`src/rtl/br_dispatch_op.sv`:
```
// Conditional-branch dispatcher: turns a block activation token plus a compare predicate into
// exactly one held successor token. Optional branch statistics are built with BR_DISPATCH_STATS_EN.
module br_dispatch_op #(
   parameter int unsigned ParamCountWidth = 16
) (
   input  logic                       clk,
   input  logic                       rst_n,
   input  logic                       enable,
   input  logic                       cond,
   input  logic                       cond_valid,
   input  logic                       succ_ready,
   output logic                       token_true,
   output logic                       token_false,
   output logic                       busy,
   output logic                       err_overrun,
   output logic [ParamCountWidth-1:0] taken_cnt,
   output logic [ParamCountWidth-1:0] not_taken_cnt
);

   typedef enum logic [1:0] {StIdle, StWaitCond, StDispatch} state_e;

   state_e state_q, state_d;
   logic   cond_q, cond_d;
   logic   err_q, err_d;

   always_comb begin
      state_d = state_q;
      cond_d  = cond_q;
      err_d   = err_q;
      unique case (state_q)
         StIdle: begin
            if (enable) begin
               if (cond_valid) begin
                  cond_d  = cond;
                  state_d = StDispatch;
               end else begin
                  state_d = StWaitCond;
               end
            end
         end
         StWaitCond: begin
            if (enable) err_d = 1'b1;
            if (cond_valid) begin
               cond_d  = cond;
               state_d = StDispatch;
            end
         end
         StDispatch: begin
            // An enable coinciding with acceptance is still an overrun: the block is busy this cycle.
            if (enable) err_d = 1'b1;
            if (succ_ready) state_d = StIdle;
         end
         default: state_d = StIdle;
      endcase
   end

   always_ff @(posedge clk or negedge rst_n) begin
      if (!rst_n) begin
         state_q <= StIdle;
         cond_q  <= 1'b0;
         err_q   <= 1'b0;
      end else begin
         state_q <= state_d;
         cond_q  <= cond_d;
         err_q   <= err_d;
      end
   end

   // Outputs decode registered state only, so they never follow inputs combinationally.
   assign token_true  = (state_q == StDispatch) &  cond_q;
   assign token_false = (state_q == StDispatch) & ~cond_q;
   assign busy        = (state_q != StIdle);
   assign err_overrun = err_q;

`ifdef BR_DISPATCH_STATS_EN
   logic                       accept;
   logic [ParamCountWidth-1:0] taken_q, not_taken_q;

   assign accept = (state_q == StDispatch) & succ_ready;

   always_ff @(posedge clk or negedge rst_n) begin
      if (!rst_n) begin
         taken_q     <= '0;
         not_taken_q <= '0;
      end else if (accept) begin
         if (cond_q && (taken_q != '1)) taken_q <= taken_q + ParamCountWidth'(1);
         if (!cond_q && (not_taken_q != '1)) not_taken_q <= not_taken_q + ParamCountWidth'(1);
      end
   end

   assign taken_cnt     = taken_q;
   assign not_taken_cnt = not_taken_q;
`else
   assign taken_cnt     = '0;
   assign not_taken_cnt = '0;
`endif

endmodule

```
`config.mk`:
```
export PLATFORM = sky130hd
export DESIGN_NAME = br_dispatch_op
export DESIGN_NICKNAME = d
export VERILOG_FILES = /design/src/rtl/br_dispatch_op.sv
export SDC_FILE = /design/constraint.sdc
export NUM_CORES = 1
export LEC_CHECK = 0
export ABC_AREA = 1
export BUFFER_PORTS_ARGS = -buffer_cell sky130_fd_sc_hd__buf_2
export CORE_MARGIN = 1.5
export CORE_UTILIZATION = 39
export CTS_CLUSTER_SIZE = 8
export DETAILED_ROUTE_END_ITERATION = 12
export PLACE_DENSITY_LB_ADDON = 0.15
export SLEW_MARGIN = 20
export SYNTH_ARGS = -nofsm -noshare
export SYNTH_HDL_FRONTEND = slang
export SYNTH_SLANG_ARGS = --single-unit
```
`constraint.sdc`:
```
create_clock -name clk -period 1.3 [get_ports clk]
set_clock_uncertainty 0.05 [all_clocks]
set_input_delay 0.13 -clock clk [delete_from_list [all_inputs] [get_ports clk]]
set_output_delay 0.13 -clock clk [all_outputs]
set_load 0.03 [all_outputs]
```
# Yosys cells after proc, flatten, opt, wreduce, memory -nomap -nowiden
# Index checks and enable logic that the tools add are counted.
word_totals:
  input_bits: 6
  ff_bits: 4
  output_inout_bits: 36
op_classes:
  bitwise: 3
  n_eq_ne: 5
  reduce_logical: 7
  muxes: 8
ops:
  columns: ["cell", "count"]
  rows:
  - ["2-bit 2-to-1 mux", 4]
  - ["2-bit != test (second input constant)", 3]
  - ["2-bit one-hot mux with 3 select lines", 1]
  - ["2-bit AND reduction", 2]
  - ["2-bit nonzero test", 2]
  - ["3-bit AND reduction", 1]
  - ["1-bit AND", 2]
  - ["2-bit by 1-bit equality test with 1-bit output (second input constant)", 1]
  - ["2-bit equality test (second input constant)", 1]
  - ["2-bit zero test", 1]
  - ["1-bit 2-to-1 mux", 2]
  - ["1-bit one-hot mux with 2 select lines", 1]
  - ["2-bit OR reduction", 1]
  - ["1-bit NOT", 1]

# Depth between registers and ports, before layout
depth:
  ltp_word: 3
  mapped_depth: 7

# Worst setup path after synthesis
# Ideal clock, no wire load.
synth_path:
  kind: "register -> output"
  startpoint: "reg state_q[0]"
  endpoint: "out token_false"
  n_path_buf: 0
  arrival_time_ns: 1.104
  stages_incl_launch_ff: 5
  slack_ns: 0.016
  cell_sequence: "dfrtp_1 inv_1 ha_1 inv_1 nor2_1"
synth_between:
  elab_chain_cells: 2
synth_lines:
  columns: ["item", "line_no", "rtl"]
  rows:
  - ["start: declaration", "22", "state_e state_q, state_d;"]
  - ["start signal: assignment", "59", "state_q <= StIdle;"]
  - ["start signal: assignment", "63", "state_q <= state_d;"]
  - ["2-bit equality test", "71", "assign token_false = (state_q == StDispatch) & ~cond_q;"]
  - ["1-bit AND", "71", null]
  - ["end: declaration", "13", "output logic token_false,"]
# No other way between the ends.

# Worst setup path in the final report
layout_path:
  startpoint: "reg state_q[1]"
  endpoint: "out busy"
layout_between:
  elab_chain_cells: 1
layout_lines:
  columns: ["item", "line_no", "rtl"]
  rows:
  - ["2-bit nonzero test", "72", "assign busy = (state_q != StIdle);"]
  - ["end: declaration", "14", "output logic busy,"]
# No other way between the ends.

==> qor.tcl <==
set qor(most-common-layout-cells) {32 x conb_1, 14 x nand2_1, 6 x buf_2, 5 x inv_2, 5 x inv_1}
set qor(worstPathMaxFanout) 4
set qor(cts-buffers-inserted) 3
set qor(worst_path_largest_cell_delay_ns) 0.42
set qor(power_density_mw_per_mm2) 1791
set qor(synth-simple-area-share) 0.1943
set qor(synthesis.instances) 78
set qor(cts.sinks) 4
set qor(drt_first_iter_violations) 1
set qor(synth.ff_latch_count) 4
set qor(synthXorXnorAreaFrac) 0
set qor(critical-path-slowest-cell) {dfrtp_1}
set qor(wl_per_cell_um) 7.583
set qor(core_region_area_mm2) 0.001334
set qor(cts_max_level) 1
set qor(dpl_worst_slack_ns) 0.03757
set qor(placement_rows) 13
set qor(critPathArrivalTime_ns) 1.12
set qor(setup_violations) 1
set qor(final.period_utilization) 1.001
set qor(firstDrtPassIters) 4
set qor(route.vias.total) 388
set qor(hold_violations) 0
set qor(netlist-cell-type-count) 15
set qor(cp_data_required_time_ns) 1.12
set qor(report.final.slew_viol_count) 0
set qor(final.fill_count) 129
set qor(finish.net_count) 106
set qor(critical-path-top-cell-by-count) {inv_2}
set qor(floorplan.die.height_um) 41.12
set qor(grt_start_max_net_pins) 5
set qor(cts_root_buf) {clkbuf_4}
set qor(worstReg2RegStart) {state_q[1]}
set qor(worstReg2RegEnd) {state_q[0]}
set qor(violated_checks) {negative setup slack}
set qor(synth_top_family_by_area) {buffers and inverters}
set qor(criticalPathCategory) {flop to output port}
set qor(gp_congestion) 0.6993
set qor(maxClockFrequency_mhz) 768.7
set qor(cell_chain_critical_path) {inv_2, ha_4, inv_2, buf_6}
set qor(boundaryPins) 42
set qor(route.detailed.drc) 0
set qor(grt.total_usage) 0.1084
set qor(maxCapViolations) 0
set qor(area_growth_syn_to_layout_pct) 15.89
set qor(cts.clk_slew.worst_paths_ns) 0.04
set qor(count_of_antenna_diodes_in_the_layout) 0
set qor(vdd_drop_max_mv) 0.8910
set qor(avgSynthCellArea_um2) 7.267
set qor(design.die.area_mm2) 0.001691
set qor(r2r.worst_path.cells) 7
set qor(worst_slack_ns) -0.0009206
set qor(overflow) 0
set qor(start_kind) {flop}
set qor(syn_area_um2) 566.8
set qor(worstHoldStart) {enable}
set qor(endpoint_kind) {output port}
set qor(grt_pass1_wl_um) 1200
set qor(min_period_ns) 1.301
set qor(layout_commonest_cell) {conb_1}
set qor(first_global_vias) 312
set qor(initial_utilization) 0.4250
set qor(clock_latency_ns) 0.23
set qor(io_buffers) 9
set qor(area.sequential_um2) 100.1
set qor(antenna_left) 0
set qor(adder_and_majority_gate_portion_of_the_synthesized_area) 0.1104
set qor(min_delay_worst_endpoint) {err_overrun}
set qor(reg2reg_slack_ns) 0.04
set qor(status) {finished with violations}
set qor(cellLeakagePower_nw) 0.3883
set qor(muxShareOfSynthArea) 0
set qor(finish.utilization) 0.4925
set qor(synth_compound_area_frac) 0.02208
set qor(rsz_0062_raised_after_global_routing) {true}
set qor(hp-class) {input port to flop}
set qor(area_occupied_by_multi_input_gates_um2) 377.9
set qor(route.final.wire_length_um) 819
set qor(dr_vias_cell) 3.593
set qor(synth_warnings) 0
set qor(worst_case_clock_buffer_depth) 2
set qor(tritoncts) {done}
set qor(post_route_cells_drive_above_1_share) 0.3333
set qor(post-dp-hpwl_um) 618.8
set qor(die-width_um) 41.12
set qor(antenna_found_initial) 0
set qor(worstHoldPathCells) 2
set qor(synth_seq_area_share) 0.1766
-- power by group --
group          internal [mW]  leakage [nW]  switching, mW  total, mW
sequential             0.164        0.0472         0.0390      0.203
combinational          0.323         0.327          0.503      0.827
clock                  0.103        0.0138         0.0447      0.148
total                  0.590         0.388          0.587       1.18
-- worst max-delay path by stage --
stage | from | endpoint | slack, ns | cells after the start
global route | state_q[0] | token_false | -0.07 | 5
detailed placement | state_q[0] | cond_q | 0.04 | 5
floorplan | state_q[0] | token_false | 0.02 | 4
finish | state_q[1] | busy | -0.0009 | 4
global placement | state_q[0] | cond_q | 0.04 | 5
CTS | state_q[0] | token_false | -0.03 | 5
-- final cells by class --
class                   count  share of cell area
well taps                  15             0.02857
repair buffers             13              0.1524
clock buffers               3             0.03429
inverters                  10             0.05714
flip-flops and latches      4              0.1524
multi-input cells          63              0.5752
-- metal layers --
layer | global-route usage | vias to the layer above | wire (um)
met4 | 0.07258 | 0 | 0
li1 | - | 199 | -
met5 | 0 | - | 0
met3 | 0 | 0 | 43
met1 | 0.1270 | 170 | 300
met2 | 0.1914 | 19 | 474
-- Yosys cell counts --
cell	instances	area share
a21oi_1	1	0.0088
nand4_1	1	0.011
nand2_1	14	0.093
conb_1	1	0.0066
or2_1	1	0.011
nor2_1	3	0.020
a21o_1	1	0.013
inv_2	1	0.0066
nor2_4	1	0.020
ha_1	5	0.11
inv_1	9	0.060
nand3_1	2	0.018
buf_4	32	0.42
nand2_2	2	0.022
dfrtp_1	4	0.18
-- cell families (layout without fill, tap and decap cells) --
| logic type | count (synthesis) | count (layout) |
|---|---|---|
| AOI/OAI and AO/OA | 2 | 2 |
| adders and majority gates | 5 | 5 |
| buffers and inverters | 42 | 26 |
| DFF | 4 | 4 |
| other | 1 | 32 |
| and+or+nand+nor | 24 | 24 |
-- sequential cells by signal, indices dropped and copies added (netlist names) --
signal / count
err_overrun: 1
cond_q: 1
state_q: 2
-- timing repair --
action,in CTS,in global routing
hold buffers,1,0
setup buffers,3,0
setup endpoints to repair,3,6
gates resized for setup,11,14
endpoints found under the hold margin,4,0
pin swaps,2,4
-- through the flow --
stage / setup TNS (ns) / hold slack [ns] / cells / power, mW / instance area, um2
after CTS: -0.03195 / 0.07153 / 108 / 1.047 / 596.8
after global placement: 0 / -0.1115 / 101 / 0.7692 / 506.7
after global routing: -0.2830 / 0.08031 / 108 / 1.275 / 656.9
after floorplan: 0 / -0.2156 / 109 / 0.7373 / 683.2
final: -0.0009206 / 0.08350 / 108 / 1.177 / 656.9
after detailed placement: 0 / -0.1130 / 101 / 0.7645 / 506.7
-- worst max-delay path, delay by kind of cell, from the launching register on --
family | cells | cell delay (ns)
adders and majority gates | 1 | 0.17
DFF | 1 | 0.42
buffers and inverters | 3 | 0.30
No activity file was read; power rests on OpenSTA's default activity.
